`config.mk`:
```
export PLATFORM = sky130hd
export DESIGN_NAME = nv_ram_fifo_ctrl_512x256
export DESIGN_NICKNAME = d
export VERILOG_FILES = /design/src/rtl/nv_ram_fifo_ctrl_512x256_pkg.sv /design/src/rtl/nv_ram_fifo_obuf.sv /design/src/rtl/nv_ram_fifo_ctrl_512x256.sv
export SDC_FILE = /design/constraint.sdc
export NUM_CORES = 1
export LEC_CHECK = 0
export BUFFER_PORTS_ARGS = -buffer_cell sky130_fd_sc_hd__buf_2
export CORE_AREA = 2 2 434 436
export CTS_CLUSTER_DIAMETER = 200
export DETAILED_ROUTE_END_ITERATION = 10
export DIE_AREA = 0 0 436 438
export PLACE_DENSITY = 0.36
export SLEW_MARGIN = 30
export SYNTH_ARGS = -nofsm -noshare
export SYNTH_HDL_FRONTEND = slang
export SYNTH_SLANG_ARGS = --single-unit
export TNS_END_PERCENT = 5
```
`constraint.sdc`:
```
create_clock -name nvdla_core_clk -period 6.6 [get_ports nvdla_core_clk]
set_input_delay 0.66 -clock nvdla_core_clk [delete_from_list [all_inputs] [get_ports nvdla_core_clk]]
set_output_delay 0.66 -clock nvdla_core_clk [all_outputs]
set_load 0.01 [all_outputs]
```
`src/rtl/nv_ram_fifo_ctrl_512x256_pkg.sv`:
```
// Shared sizing constants and output-buffer operation decode for the
// 512x256 RAM-backed FIFO controller.
package nv_ram_fifo_ctrl_512x256_pkg;

   localparam int FIFO_DEPTH = 512;
   localparam int FIFO_AW    = 9;
   localparam int FIFO_DW    = 256;
   localparam int CNT_W      = 10;
   localparam int OB_CNT_W   = 2;
   localparam int PWR_W      = 32;

   typedef enum logic [1:0] {
      OB_HOLD,
      OB_LOAD,
      OB_POP,
      OB_SWAP
   } ob_op_e;

   function automatic ob_op_e obuf_op(input logic load, input logic pop);
      case ({load, pop})
         2'b10:   return OB_LOAD;
         2'b01:   return OB_POP;
         2'b11:   return OB_SWAP;
         default: return OB_HOLD;
      endcase
   endfunction

endpackage

```
`src/rtl/nv_ram_fifo_obuf.sv`:
```
// Two-entry ordered register queue that absorbs RAM read data and presents
// it to the consumer as a registered valid/ready stream.
module nv_ram_fifo_obuf
   import nv_ram_fifo_ctrl_512x256_pkg::*;
#(
   parameter int DW = FIFO_DW
) (
   input  logic                clk,
   input  logic                rstn,
   input  logic                in_vld,
   input  logic [DW-1:0]       in_pd,
   output logic                out_vld,
   input  logic                out_rdy,
   output logic [DW-1:0]       out_pd,
   output logic [OB_CNT_W-1:0] cnt
);

   logic [DW-1:0]       r_head;
   logic [DW-1:0]       r_tail;
   logic [OB_CNT_W-1:0] r_cnt;

   logic                w_pop;
   ob_op_e              w_op;
   logic [DW-1:0]       w_head_nxt;
   logic [DW-1:0]       w_tail_nxt;
   logic [OB_CNT_W-1:0] w_cnt_nxt;

   always_comb begin
      w_pop      = (r_cnt != '0) & out_rdy;
      w_op       = obuf_op(in_vld, w_pop);
      w_head_nxt = r_head;
      w_tail_nxt = r_tail;
      w_cnt_nxt  = r_cnt;
      case (w_op)
         OB_LOAD: begin
            if (r_cnt == '0) begin
               w_head_nxt = in_pd;
               w_cnt_nxt  = OB_CNT_W'(1);
            end else begin
               w_tail_nxt = in_pd;
               w_cnt_nxt  = OB_CNT_W'(2);
            end
         end
         OB_POP: begin
            w_head_nxt = r_tail;
            w_cnt_nxt  = r_cnt - OB_CNT_W'(1);
         end
         // Head leaves and the new word lands behind whatever remains.
         OB_SWAP: begin
            if (r_cnt == OB_CNT_W'(1)) begin
               w_head_nxt = in_pd;
            end else begin
               w_head_nxt = r_tail;
               w_tail_nxt = in_pd;
            end
         end
         default: ;
      endcase
   end

   always_ff @(posedge clk) begin
      if (!rstn) begin
         r_head <= '0;
         r_tail <= '0;
         r_cnt  <= '0;
      end else begin
         r_head <= w_head_nxt;
         r_tail <= w_tail_nxt;
         r_cnt  <= w_cnt_nxt;
      end
   end

   assign out_vld = (r_cnt != '0);
   assign out_pd  = r_head;
   assign cnt     = r_cnt;

endmodule

```
`src/rtl/nv_ram_fifo_ctrl_512x256.sv`:
```
// Ready/valid FIFO controller sequencing a 512x256 two-port RAM as a circular
// buffer, with a 2-entry output buffer hiding the RAM read latency.
module nv_ram_fifo_ctrl_512x256
   import nv_ram_fifo_ctrl_512x256_pkg::*;
#(
   parameter int DEPTH = FIFO_DEPTH,
   parameter int AW    = FIFO_AW,
   parameter int DW    = FIFO_DW
) (
   input  logic             nvdla_core_clk,
   input  logic             nvdla_core_rstn,
   input  logic             wr_pvld,
   output logic             wr_prdy,
   input  logic [DW-1:0]    wr_pd,
   output logic             rd_pvld,
   input  logic             rd_prdy,
   output logic [DW-1:0]    rd_pd,
   output logic             ram_we,
   output logic [AW-1:0]    ram_wa,
   output logic [DW-1:0]    ram_di,
   output logic             ram_re,
   output logic [AW-1:0]    ram_ra,
   input  logic [DW-1:0]    ram_dout,
   output logic [CNT_W-1:0] fifo_cnt,
   output logic             idle,
   input  logic [PWR_W-1:0] pwrbus_ram_pd,
   output logic [PWR_W-1:0] ram_pwrbus_pd
);

   logic [AW-1:0]       r_wr_ptr;
   logic [AW-1:0]       r_rd_ptr;
   logic [CNT_W-1:0]    r_ram_cnt;
   logic                r_infl;
   logic                r_wr_prdy;
   logic [CNT_W-1:0]    r_fifo_cnt;

   logic                w_push;
   logic                w_pop;
   logic                w_issue;
   logic                w_ob_vld;
   logic [DW-1:0]       w_ob_pd;
   logic [OB_CNT_W-1:0] w_ob_cnt;
   logic [CNT_W-1:0]    w_slots_used;
   logic [CNT_W-1:0]    w_ram_cnt_nxt;

   assign w_push = wr_pvld & r_wr_prdy;
   assign w_pop  = w_ob_vld & rd_prdy;

   // Issue only when the word returning next cycle is guaranteed a slot.
   assign w_slots_used  = CNT_W'(w_ob_cnt) + CNT_W'(r_infl);
   assign w_issue       = (r_ram_cnt != '0) && (w_slots_used < (CNT_W'(2) + CNT_W'(w_pop)));
   assign w_ram_cnt_nxt = r_ram_cnt + CNT_W'(w_push) - CNT_W'(w_issue);

   always_ff @(posedge nvdla_core_clk) begin
      if (!nvdla_core_rstn) begin
         r_wr_ptr   <= '0;
         r_rd_ptr   <= '0;
         r_ram_cnt  <= '0;
         r_infl     <= 1'b0;
         r_wr_prdy  <= 1'b0;
         r_fifo_cnt <= '0;
      end else begin
         if (w_push) begin
            r_wr_ptr <= r_wr_ptr + AW'(1);
         end
         if (w_issue) begin
            r_rd_ptr <= r_rd_ptr + AW'(1);
         end
         r_ram_cnt  <= w_ram_cnt_nxt;
         r_infl     <= w_issue;
         r_wr_prdy  <= (w_ram_cnt_nxt < CNT_W'(DEPTH));
         r_fifo_cnt <= r_fifo_cnt + CNT_W'(w_push) - CNT_W'(w_pop);
      end
   end

   nv_ram_fifo_obuf #(
      .DW (DW)
   ) u_obuf (
      .clk     (nvdla_core_clk),
      .rstn    (nvdla_core_rstn),
      .in_vld  (r_infl),
      .in_pd   (ram_dout),
      .out_vld (w_ob_vld),
      .out_rdy (rd_prdy),
      .out_pd  (w_ob_pd),
      .cnt     (w_ob_cnt)
   );

   assign wr_prdy       = r_wr_prdy;
   assign rd_pvld       = w_ob_vld;
   assign rd_pd         = w_ob_pd;
   assign ram_we        = w_push;
   assign ram_wa        = r_wr_ptr;
   assign ram_di        = wr_pd;
   assign ram_re        = w_issue;
   assign ram_ra        = r_rd_ptr;
   assign fifo_cnt      = r_fifo_cnt;
   assign idle          = (r_fifo_cnt == '0);
   assign ram_pwrbus_pd = pwrbus_ram_pd;

endmodule

```
# Word-level counts from Yosys, hierarchy flattened
# Cells that the tools add are included.
[totals] reg_bits=554 elab_cells=51
[op_classes] addsub=9 magnitude_cmp=2 n_eq_ne=10 mux=9 bitwise=2 reduce_logical=10
[ops] op="$mux W256" count=4
[ops] op="$pmux W256 S3" count=1
[ops] op="$pmux W256 S2" count=1
[ops] op="$add A10 B1 Y10" count=2
[ops] op="$sub A10 B1 Y10" count=2
[ops] op="$add A9 B1 Y9 const B" count=2
[ops] op="$logic_not A10 Y1" count=1
[ops] op="$lt A10 B10 Y1 const B" count=1
[ops] op="$reduce_bool A10 Y1" count=1
[ops] op="$eq A2 B2 Y1 const B" count=4
[ops] op="$eq A2 B1 Y1 const B" count=3
[ops] op="$pmux W2 S3" count=1
[ops] op="$reduce_bool A2 Y1" count=3
[ops] op="$ne A2 B2 Y1 const B" count=2
[ops] op="$pmux W2 S2" count=1
[ops] op="$add A2 B1 Y3" count=1
[ops] op="$add A2 B1 Y3 const A" count=1
[ops] op="$lt A3 B3 Y1" count=1
[ops] op="$reduce_and A3 Y1" count=1
[ops] op="$reduce_bool A3 Y1" count=1
[ops] op="$and A1 B1 Y1" count=2
[ops] op="$logic_not A2 Y1" count=1
[ops] op="$mux W2" count=1
[ops] op="$ne A2 B1 Y1 const B" count=1
[ops] op="3 further kinds" count=3

# Depth between registers and ports, before layout
# Gate-level depths: netlist of the first run.
[depth] ltp_word=7 depth_mapped=15 ltp_nobuf=15

# Modules after synthesis
# A second synthesis of the first run with hierarchy kept.
[hier_totals] hier_cells=3297 area_unflattened_um2=27756.6
[modules_own_cells] module="nv_ram_fifo_obuf" n_inst=1 cells_per_inst=2733 area_each_um2=23142.2
[modules_own_cells] module="nv_ram_fifo_ctrl_512x256" n_inst=1 cells_per_inst=564 area_each_um2=4614.4

# Worst setup path before layout of the first run
# OpenSTA, ideal clock, no wires.
[synth_timing] path_type="register -> register" from="register u_obuf.r_cnt[0] (netlist: u_obuf.cnt[0])" to="register r_ram_cnt[8]" setup_time_ns=0.128 arrival_time_ns=2.990 required_time_ns=6.472 slack_ns=3.482 path_stages_with_launch=16 path_buffers=1 synth_period_minus_slack_ns=3.118 cell_sequence="dfxtp_1 inv_1 ha_1 nor3b_1 o32ai_1 buf_6 nor2_1 ha_1 inv_1 ha_1 fa_1 a21oi_1 o2111ai_1 a31oi_1 xor2_1 nor2_1"
[synth_between] elab_chain_cells=6 word_cells_on_any_way=7
[synth_rtl] item="from (decl)" line_no="nv_ram_fifo_obuf.sv:20" rtl="logic [OB_CNT_W-1:0] r_cnt;"
[synth_rtl] item="from (signal assigned)" line_no="nv_ram_fifo_obuf.sv:69" rtl="r_cnt <= w_cnt_nxt;"
[synth_rtl] item="$reduce_bool A2 Y1" line_no="nv_ram_fifo_obuf.sv:73" rtl="assign out_vld = (r_cnt != '0);"
[synth_rtl] item="$and A1 B1 Y1" line_no="nv_ram_fifo_ctrl_512x256.sv:47" rtl="assign w_pop = w_ob_vld & rd_prdy;"
[synth_rtl] item="$add A2 B1 Y3" line_no="nv_ram_fifo_ctrl_512x256.sv:51" rtl="assign w_issue = (r_ram_cnt != '0) && (w_slots_used < (CNT_W'(2) + CNT_W'(w_pop)));"
[synth_rtl] item="$lt A3 B3 Y1 (*)" line_no="nv_ram_fifo_ctrl_512x256.sv:51"
[synth_rtl] item="$logic_and A1 B1 Y1 (*)" line_no="nv_ram_fifo_ctrl_512x256.sv:51"
[synth_rtl] item="via ram_re" line_no="nv_ram_fifo_ctrl_512x256.sv:21" rtl="output logic ram_re,"
[synth_rtl] item="$sub A10 B1 Y10 (*)" line_no="nv_ram_fifo_ctrl_512x256.sv:52" rtl="assign w_ram_cnt_nxt = r_ram_cnt + CNT_W'(w_push) - CNT_W'(w_issue);"
[synth_rtl] item="to (signal assigned)" line_no="nv_ram_fifo_ctrl_512x256.sv:69" rtl="r_ram_cnt <= w_ram_cnt_nxt;"
[synth_rtl] item="to (decl)" line_no="nv_ram_fifo_ctrl_512x256.sv:32" rtl="logic [CNT_W-1:0] r_ram_cnt;"
# The timed path passes the listed nets; every way through them passes the cells marked *.
# A chain may end at the register's enable or synchronous reset.

# Final worst setup path of the first run
[layout_timing] from="register u_obuf.r_cnt[0] (netlist: u_obuf.cnt[0])" to="register u_obuf.r_tail[150]"
[layout_between] elab_chain_cells=7 word_cells_on_any_way=15
[layout_rtl] item="$reduce_bool A2 Y1" line_no="nv_ram_fifo_obuf.sv:29" rtl="w_pop = (r_cnt != '0) & out_rdy;"
[layout_rtl] item="$and A1 B1 Y1" line_no="nv_ram_fifo_obuf.sv:29"
[layout_rtl] item="$eq A2 B2 Y1 / $eq A2 B1 Y1 (equally long branches)" line_no="nv_ram_fifo_ctrl_512x256_pkg.sv:20" rtl="case ({load, pop})"
[layout_rtl] item="$pmux W2 S3" line_no="nv_ram_fifo_ctrl_512x256_pkg.sv:20"
[layout_rtl] item="$eq A2 B2 Y1 / $eq A2 B1 Y1 (equally long branches)" line_no="nv_ram_fifo_obuf.sv:34" rtl="case (w_op)"
[layout_rtl] item="$ne A2 B2 Y1 (no line) / $reduce_bool A2 Y1 (equally long branches)"
[layout_rtl] item="$reduce_and A3 Y1 (no line)"
[layout_rtl] item="to (signal assigned)" line_no="nv_ram_fifo_obuf.sv:68" rtl="r_tail <= w_tail_nxt;"
[layout_rtl] item="to (decl)" line_no="nv_ram_fifo_obuf.sv:19" rtl="logic [DW-1:0] r_tail;"
# Several ways; a longest one is shown, not always the timed one.

==> flow_summary_export.csv, run 1 <==
group,metric,value,unit
global_routing,grt_overflow,0,
finish,fillers,21300,
timing,worst_pin_slew,0.898,ns
setup_path,cp_max_fo,57,
setup_path,cpPeakStageDelay,0.67,ns
synthesis,synth_compound_area_frac,0.164,
floorplanning,initial_core_util,0.127,
timing,rsz0062_at_grt,"no",
cts,cts.clk_slew.worst_paths,0.06,ns
synthesis,yosys.area.top_type_share,0.468,
min_path,hold_class,"input pin to flip-flop",
setup_path,arrival,4.16,ns
synthesis,synth.mux.area_fraction,0.00211,
setup_path,critPathTopFamily,"buffers and inverters",
cts,clock_latency,0.71,ns
cts,cts_tree,"yes",
detailed_routing,viasPerCell,3.80,
power_and_ir_drop,cellPowerDensity,581,nW/um^2
setup_path,r2r_start,"u_obuf.cnt[0]",
setup_path,critPathRequiredTime,7.20,ns
power_and_ir_drop,p_leak,11.5,nW
setup_path,crit_path_end_kind,"flip-flop",
finish,multiInputGateArea,9340,um^2
finish,register_area,11100,um^2
detailed_routing,drc,0,
floorplanning,floorplan.die.height,438,um
setup_path,critPathLaunchType,"flip-flop",
timing,fin_skew,0.0321,ns
global_routing,grt_pass1_vias,20000,
setup_path,path_cells,"inv_1 -> ha_1 -> inv_2 -> nand2_2 -> inv_2 -> ha_1 -> a22oi_1 -> o21ai_4 -> buf_4 -> buf_4 -> nand2_1 -> a21oi_1",
timing,hold_viol,0,
detailed_routing,drt_wl_total,107000,um
synthesis,synth_area_per_cell,8.26,um^2
power_and_ir_drop,ir_drop,0.000413,V
synthesis,synthSimpleGateAreaFrac,0.198,
synthesis,synth_warnings,0,
cts,post-cts-setup-buffers,0,
cts,cts_hold_buf,0,
cts,cts_made_buffers,79,
finish,area_growth,24.6,%
min_path,holdPathEnd,"u_obuf.r_tail[24]",
floorplanning,dieArea,191000,um^2
floorplanning,io_pins,1125,
place,gp_congestion,0.730,
synthesis,syn_nets,3455,
place,placed_cells,5412,
floorplanning,rows,159,
setup_path,crit_buf_inv,5,
detailed_routing,vias,21200,
synthesis,seq_area_frac_synth,0.468,
timing,fin_ws,3.04,ns
setup_path,reg2reg_to,"u_obuf.r_tail[150]",
synthesis,synth.distinct_cells,52,
min_path,min_path_cells,3,
run_status,outcome,"complete, no violations",
finish,layout-drive-gt1-share,0.231,
detailed_routing,ant_nets,0,
global_routing,grt_max_degree,183,
synthesis,syn-instance-count,2868,
finish,fin_cells,5564,
floorplanning,core-area,187000,um^2
timing,slew_violations,0,
synthesis,synth-seq-cells,554,
synthesis,yosysTopAreaCell,"dfxtp_1",
synthesis,synth_area,23700,um^2
flow_run,max-cap-violations,0,
timing,fmax,281,MHz
timing,slew-limit-headroom,0.401,
finish,final_core_util,0.158,
setup_path,critPathSlowestCell,"buf_4",
synthesis,synth-adder-area-share,0.0212,
detailed_routing,drtPass1Iterations,5,
global_routing,track_usage,0.107,
cts,clockBufferDepth,3,
setup_path,rr_worst_depth,12,
timing,min_period,3.56,ns
timing,final.setup.tns,0,ns
cts,htree_levels,3,
detailed_routing,wl_per_cell,19.2,um
place,preCtsSetupSlack,3.00,ns
timing,finalCritPeriodShare,0.539,
synthesis,synth_top_family_by_area,"simple AND/OR/NAND/NOR gates",
synthesis,synth_xor_area_frac,0.00665,
global_routing,grt_pass1_wl,151000,um
detailed_routing,first_iter_violations,1348,
place,dp.final_hpwl,68400,um
cts,clock_sinks,554,
timing,setup_viol,0,
setup_path,r2r_setup_slack,3.04,ns
finish,layout.nets,3590,
cts,cts_resized,0,
min_path,min_from,"ram_dout[24]",
synthesis,synthTopCellsByArea,"dfxtp_1 47%, a221oi_1 9.5%, buf_4 9.2%, nand2_1 8.4%, a21oi_1 5.8%",
floorplanning,die_x,436,um
place,io_buffers,548,
power_and_ir_drop,total_power,17.2,mW
setup_path,crit_type,"flip-flop to flip-flop",
global_routing,grt_antenna_before_repair,28,
cts,cts_root_buffer,"clkbuf_16",
[metrics by stage]
stage	cell area, um^2	hold WS, ns
2_1_floorplan	23700	0.436
3_3_place_gp	26800	0.441
3_5_place_dp	26800	0.446
4_1_cts	29400	0.0880
5_1_grt	29500	0.125
6_report	29500	0.200
[tightest hold or removal path, stage by stage]
cell and delay [ns]:
buf_2 0.11, nand2_1 0.05, a21oi_1 0.05
[power by group]
part           switching, mW  internal [mW]  total (mW)
Combinational           5.12           2.46        7.58
Sequential             0.652           4.54        5.19
Clock                   1.78           2.61        4.40
Total                   7.55           9.62        17.2
[area by class of cell]
cell class	count	share of cell area
Sequential cell	554	0.375
Multi-Input combinational cell	1755	0.316
Tap cell	2495	0.106
Clock buffer	106	0.0741
Inverter	39	0.00521
Timing Repair Buffer	574	0.108
Antenna cell	10	0.000847
Clock inverter	31	0.0145
[registers in the layout, summed over array words and instances, names as in the netlist]
name	cells
fifo_cnt	10
r_infl	1
r_ram_cnt	10
ram_ra	9
ram_wa	9
u_obuf.cnt	2
u_obuf.out_pd	256
u_obuf.r_tail	256
wr_prdy	1
[synth_stat cells, drive strengths merged]
library cell  number
dfxtp            554
nand2            529
buf              399
nor2             286
a21oi            275
nor3             266
a221oi           256
clkbuf           121
inv               38
ha                37
o21ai             12
xnor2             11
nand4              9
xor2               7
nand2b             6
mux2i              5
nor2b              5
a211oi             4
and2               4
or3                4
a21o               3
a221o              3
nor3b              3
o21a               3
a31oi              2
and3               2
and4               2
fa                 2
nand3              2
nand3b             2
o211ai             2
o31ai              2
or4                2
a2111oi            1
a22oi              1
clkinv             1
nand4b             1
o2111a             1
o2111ai            1
o21bai             1
o221ai             1
o32ai              1
or2                1
[worst max-delay path by stage]
| stage | depth (start not counted) | startpoint | endpoint | slack, ns |
|---|---|---|---|---|
| after global placement | 12 | u_obuf.cnt[0] | u_obuf.r_tail[155] | 3.04 |
| after global routing | 12 | u_obuf.cnt[0] | u_obuf.r_tail[156] | 2.71 |
| after CTS | 12 | u_obuf.cnt[0] | u_obuf.r_tail[177] | 2.98 |
| after floorplan | 15 | u_obuf.cnt[0] | r_ram_cnt[8] | 3.48 |
| final | 12 | u_obuf.cnt[0] | u_obuf.r_tail[150] | 3.04 |
| after detailed placement | 12 | u_obuf.cnt[0] | u_obuf.r_tail[155] | 3.00 |
[routing by layer]
layer,up-vias,part of all wire,global-route usage
met5,-,0.010,0.0367
met4,26,0.032,0.0455
met3,252,0.099,0.0491
met2,868,0.45,0.163
met1,10100,0.40,0.127
li1,9915,-,-
[cells in the final DEF (no fill, tap or decap), types with 10 or more instances in the layout]
master and n:
ha_1 37, a21oi_1 274, xnor2_1 11, buf_2 548
nand2_1 528, a221oi_1 256, nor3_1 264, clkbuf_1 17
diode_2 10, clkinv_2 11, inv_1 36, nor2_1 286
buf_12 12, clkbuf_16 80, dfxtp_1 554
[cells by family (layout without fill, tap and decap cells)]
logic type,Yosys count,in the layout
AND/OR/NAND/NOR,1124,1124
AO/OA/AOI/OAI,569,569
buffers and inverters,559,750
flip-flops,554,554
adder cells (fa/ha/maj),39,39
XOR/XNOR,18,18
multiplexers,5,5
other,0,10
(Power assumes the default switching activity.)
==> inputs of run 2 (changes only) <==
==> constraint.sdc (replaced) <==
create_clock -name nvdla_core_clk -period 3.7 [get_ports nvdla_core_clk]
set_input_delay 0.37 -clock nvdla_core_clk [delete_from_list [all_inputs] [get_ports nvdla_core_clk]]
set_output_delay 0.37 -clock nvdla_core_clk [all_outputs]
set_load 0.01 [all_outputs]
==> run 2 against run 1 <==
Effect of this change:
- die area unchanged
- combinational power up 90%
- flip-flop and latch count is the same
- non-clock buffer count rose by 297
- wire length fell by 0.21%
- critical path type unchanged
- register-to-register slack got worse by 2.4 ns
- utilization up 1.6 points
- design area is 10% higher
- clock-buffer cell count grew 4
- final cell count grew 5.2%
==> flow_summary_export.csv, run 2 (synthesis results as in run 1) <==
group,metric,value,unit
setup_path,arrival,3.63,ns
setup_path,critPathLaunchType,"flip-flop",
floorplanning,dieArea,191000,um^2
setup_path,r2r_start,"r_infl",
floorplanning,initial_core_util,0.127,
detailed_routing,vias,22200,
finish,layout_common_cells,"554 x dfxtp_1, 548 x buf_2, 528 x nand2_1",
timing,finalCritPeriodShare,0.838,
floorplanning,io_pins,1125,
finish,mostFrequentLayoutCell,"dfxtp_1",
global_routing,grt_pass1_wl,153000,um
global_routing,track_usage,0.107,
detailed_routing,wl_per_cell,18.2,um
timing,min_period,3.10,ns
timing,slew_violations,0,
cts,cts_root_buffer,"clkbuf_16",
detailed_routing,first_iter_violations,1292,
power_and_ir_drop,cellPowerDensity,962,nW/um^2
cts,cts_resized,0,
global_routing,grt_pass1_vias,21400,
detailed_routing,drc,0,
flow_run,max-cap-violations,0,
timing,rsz0062_at_grt,"no",
min_path,hold_class,"input pin to flip-flop",
power_and_ir_drop,total_power,31.3,mW
floorplanning,rows,159,
timing,final.setup.tns,0,ns
run_status,outcome,"complete, no violations",
finish,layout-drive-gt1-share,0.223,
finish,area_growth,37.3,%
floorplanning,floorplan.die.height,438,um
floorplanning,die_x,436,um
setup_path,cp_max_fo,5,
cts,clock_latency,0.68,ns
detailed_routing,wl_met3,10800,um
power_and_ir_drop,p_leak,12.8,nW
detailed_routing,drtPass1Iterations,5,
min_path,holdPathEnd,"u_obuf.r_tail[7]",
global_routing,grt_overflow,0,
timing,fmax,322,MHz
detailed_routing,drt_wl_total,107000,um
timing,hold_viol,0,
finish,fillers,21200,
setup_path,r2r_setup_slack,0.60,ns
setup_path,reg2reg_to,"r_ram_cnt[8]",
min_path,min_path_cells,3,
place,dp.final_hpwl,73300,um
cts,clock_sinks,554,
global_routing,grt_max_degree,113,
global_routing,grt_antenna_before_repair,3,
detailed_routing,ant_nets,0,
timing,setup_viol,0,
timing,worst_pin_slew,0.912,ns
detailed_routing,viasPerCell,3.79,
cts,cts_made_buffers,77,
cts,htree_levels,3,
place,io_buffers,548,
timing,fin_skew,0.0290,ns
cts,cts.clk_slew.worst_paths,0.05,ns
finish,layout.nets,3885,
detailed_routing,dr.max_layer_used,"met5",
setup_path,critPathRequiredTime,4.23,ns
setup_path,crit_path_end_kind,"flip-flop",
floorplanning,core-area,187000,um^2
detailed_routing,wl_met2,48300,um
setup_path,crit_type,"flip-flop to flip-flop",
min_path,min_from,"ram_dout[7]",
detailed_routing,wl_met1,43400,um
timing,slew-limit-headroom,0.392,
cts,clockBufferDepth,3,
place,gp_congestion,0.756,
setup_path,rr_worst_depth,14,
cts,cts_tree,"yes",
cts,post-cts-setup-buffers,0,
power_and_ir_drop,ir_drop,0.000568,V
[run 2: cell types whose count changed in the layout (fill, tap and decap cells not counted), moves of 3 or more]
cell and change:
buf_4 +27, clkinv_2 -5, buf_16 -5, clkinv_8 -3, diode_2 -7, buf_12 +22
dlygate4sd3_1 +253, clkbuf_8 +4
[run 2: worst max-delay path: stages (launching register included)]
cell and delay, ns:
dfxtp_1 0.37, ha_1 0.23, ha_1 0.27, inv_1 0.04, o32ai_1 0.14, nor2_1 0.10, ha_1 0.29, inv_1 0.04
ha_1 0.20, fa_1 0.40, a21oi_1 0.27, o2111ai_1 0.17, a31oi_1 0.22, xor2_1 0.17, nor2_1 0.06
[run 2: per-stage QoR]
stage          hold WS, ns  instance area (um^2)  worst slack [ns]  utilization  std cells
6_report            0.0739                 32600             0.599        0.174       5851
5_1_grt             0.0297                 32600             0.319        0.174       5851
4_1_cts            0.00804                 32500             0.586        0.174       5848
3_5_place_dp         0.446                 27400             0.610        0.147       5461
3_3_place_gp         0.441                 27400             0.546        0.147       5461
2_1_floorplan        0.436                 23700             0.582            -       2868
[run 2: final cells by class]
| type | count | area [um^2] | share of cell area |
|---|---|---|---|
| multi-input cells | 1755 | 9340 | 0.287 |
| diodes | 3 | 7.51 | 0.000231 |
| inverters | 39 | 154 | 0.00473 |
| clock buffers | 110 | 2220 | 0.0683 |
| clock inverters | 24 | 387 | 0.0119 |
| well taps | 2495 | 3120 | 0.0959 |
| repair buffers | 871 | 6230 | 0.191 |
| flip-flops and latches | 554 | 11100 | 0.341 |
[run 2: routing by layer]
metal  track usage  vias up
met4        0.0410       14
met1         0.128    10500
met2         0.163      926
met5        0.0318        -
li1              -    10500
met3        0.0477      202
[run 2: power breakdown]
group / internal, mW / switching [mW] / total, mW / leakage, nW
Combinational: 5.07 / 9.29 / 14.4 / 6.98
Sequential: 8.10 / 1.10 / 9.20 / 4.56
Clock: 4.69 / 3.07 / 7.76 / 1.27
Total: 17.9 / 13.5 / 31.3 / 12.8
[run 2: how the worst max path moves through the flow]
stage | startpoint | end | slack (ns)
final | r_infl | r_ram_cnt[8] | 0.60
after global routing | r_infl | r_ram_cnt[8] | 0.32
after CTS | r_infl | r_ram_cnt[8] | 0.59
after detailed placement | u_obuf.cnt[0] | u_obuf.out_pd[72] | 0.61
after global placement | r_infl | r_ram_cnt[8] | 0.55
after floorplan | u_obuf.cnt[0] | r_ram_cnt[8] | 0.58
[run 2: repair_timing]
| action | CTS | global route |
|---|---|---|
| hold buffers | 253 | 0 |
| endpoints found under the hold margin | 490 | 0 |
| setup endpoints to repair | 0 | 0 |
==> inputs of run 3 (changes only) <==
==> constraint.sdc (replaced) <==
create_clock -name nvdla_core_clk -period 2.9 [get_ports nvdla_core_clk]
set_input_delay 0.29 -clock nvdla_core_clk [delete_from_list [all_inputs] [get_ports nvdla_core_clk]]
set_output_delay 0.29 -clock nvdla_core_clk [all_outputs]
set_load 0.01 [all_outputs]
==> run 3 against run 2 <==
Effect of this change:
- register-to-register slack lost 0.46 ns
- clock skew about the same
- wire length fell by 0.19%
- combinational power is 37% higher
- critical path type unchanged
==> flow_summary_export.csv, run 3 (synthesis results as in run 1) <==
group,metric,value,unit
cts,cts_made_buffers,74,
min_path,min_path_cells,6,
setup_path,crit_type,"flip-flop to flip-flop",
timing,hold_ws,0.132,ns
min_path,holdPathEnd,"ram_wa[5]",
global_routing,grt_max_degree,101,
timing,hold_viol,0,
global_routing,grt_antenna_before_repair,1,
timing,slew_violations,0,
min_path,hold_class,"input pin to flip-flop",
power_and_ir_drop,cellPowerDensity,1230,nW/um^2
place,io_buffers,548,
floorplanning,dieArea,191000,um^2
detailed_routing,wl_met2,48400,um
detailed_routing,viasPerCell,3.76,
timing,rsz0062_at_grt,"yes",
floorplanning,rows,159,
detailed_routing,wl_met3,11200,um
global_routing,track_usage,0.106,
timing,slew-limit-headroom,0.601,
cts,cts.clk_slew.worst_paths,0.06,ns
global_routing,grt_pass1_vias,21900,
timing,fin_skew,0.0292,ns
run_status,outcome,"complete, no violations",
finish,layout_common_cells,"548 x dfxtp_1, 548 x buf_2, 528 x nand2_1",
finish,layout-drive-gt1-share,0.249,
global_routing,grt_overflow,0,
timing,fmax,362,MHz
floorplanning,io_pins,1125,
power_and_ir_drop,total_power,40.9,mW
setup_path,reg2reg_to,"r_ram_cnt[8]",
detailed_routing,first_iter_violations,1178,
place,preCtsSetupSlack,0.0118,ns
timing,setup_viol,0,
timing,min_period,2.76,ns
timing,fin_ws,0.136,ns
detailed_routing,drtPass1Iterations,6,
detailed_routing,vias,22300,
detailed_routing,wl_met1,42400,um
place,dp.final_hpwl,75600,um
detailed_routing,ant_nets,0,
setup_path,r2r_start,"r_ram_cnt[2]",
cts,clock_sinks,554,
detailed_routing,wl_per_cell,18.0,um
power_and_ir_drop,ir_drop,0.000567,V
timing,worst_pin_slew,0.599,ns
setup_path,worstSetupStartpoint,"r_ram_cnt[2]",
detailed_routing,drt_wl_total,106000,um
cts,cts_root_buffer,"clkbuf_16",
place,gp_congestion,0.744,
power_and_ir_drop,p_leak,13.2,nW
global_routing,grt_pass1_wl,153000,um
setup_path,r2r_setup_slack,0.14,ns
detailed_routing,drc,0,
finish,layout.nets,3956,
setup_path,critPathRequiredTime,3.45,ns
setup_path,rr_worst_depth,14,
cts,htree_levels,3,
timing,finalCritPeriodShare,0.953,
cts,clockBufferDepth,3,
setup_path,arrival,3.31,ns
cts,clock_latency,0.68,ns
setup_path,crit_path_end_kind,"flip-flop",
floorplanning,floorplan.die.height,438,um
detailed_routing,dr.max_layer_used,"met5",
setup_path,cp_max_fo,3,
floorplanning,initial_core_util,0.127,
finish,area_growth,40.8,%
flow_run,max-cap-violations,0,
cts,cts_tree,"yes",
floorplanning,die_x,436,um
floorplanning,core-area,187000,um^2
setup_path,critPathLaunchType,"flip-flop",
min_path,min_from,"wr_pvld",
==> run 3: cell types whose count changed in the layout (fill, tap and decap cells not counted), sizes merged <==
| cell | change |
|---|---|
| buf | +70 |
| dlygate4sd3 | +4 |
| bufinv | -3 |
| clkinv | +2 |
| diode | -2 |
==> run 3: report_power, final <==
group | internal (mW) | leakage [nW] | total, mW | switching, mW
logic | 7.65 | 7.42 | 19.7 | 12.1
registers | 10.3 | 4.57 | 11.8 | 1.43
clock network | 5.71 | 1.24 | 9.44 | 3.73
total | 23.7 | 13.2 | 40.9 | 17.2
==> run 3: per-stage QoR <==
step                 util  instances  setup TNS (ns)  area (um^2)
CTS                 0.178       5920               0        33200
floorplan               -       2868               0        23700
detailed placement  0.151       5530               0        28200
global route        0.179       5922          -0.207        33400
finish              0.179       5922               0        33400
global placement    0.151       5530         -0.0194        28200
==> run 3: metal layers <==
metal / vias up / GRT usage
met5: - / 0.0313
met3: 224 / 0.0537
met1: 10600 / 0.121
li1: 10600 / -
met2: 785 / 0.165
met4: 16 / 0.0416
==> run 3: worst max-delay path by stage <==
stage / end / slack [ns] / cells past startpoint
after global routing: r_ram_cnt[8] / -0.08 / 14
after global placement: wr_prdy / -0.01 / 14
after floorplan: r_ram_cnt[8] / 0.01 / 15
final: r_ram_cnt[8] / 0.14 / 14
after CTS: wr_prdy / 0.02 / 14
after detailed placement: wr_prdy / 0.01 / 14
==> run 3: cell type report <==
class | count | area [um^2]
fillers | 21200 | 153000
flip-flops and latches | 554 | 11100
multi-input cells | 1755 | 9470
repair buffers | 945 | 7020
well taps | 2495 | 3120
clock buffers | 110 | 2240
clock inverters | 23 | 267
inverters | 39 | 154
diodes | 1 | 2.50
==> run 3: repair_timing <==
| action | CTS | global route |
|---|---|---|
| setup buffers | 0 | 1 |
| pin swaps | 0 | 14 |
| cloned | 0 | 0 |
| hold endpoints to repair | 505 | 0 |
| hold buffers | 257 | 0 |
| setup endpoints to repair | 2 | 244 |
| resized for setup | 1 | 34 |
==> run 3: worst max-delay path: stages (launching register included) <==
cell and delay [ns]:
dfxtp_2 0.32, inv_2 0.07, ha_4 0.13, nand4_1 0.13, o32ai_2 0.34, nor2_2 0.09
ha_1 0.30, inv_2 0.05, ha_4 0.15, fa_2 0.38, a21oi_4 0.17, o2111ai_2 0.11
a31oi_1 0.21, xor2_1 0.15, nor2_1 0.05
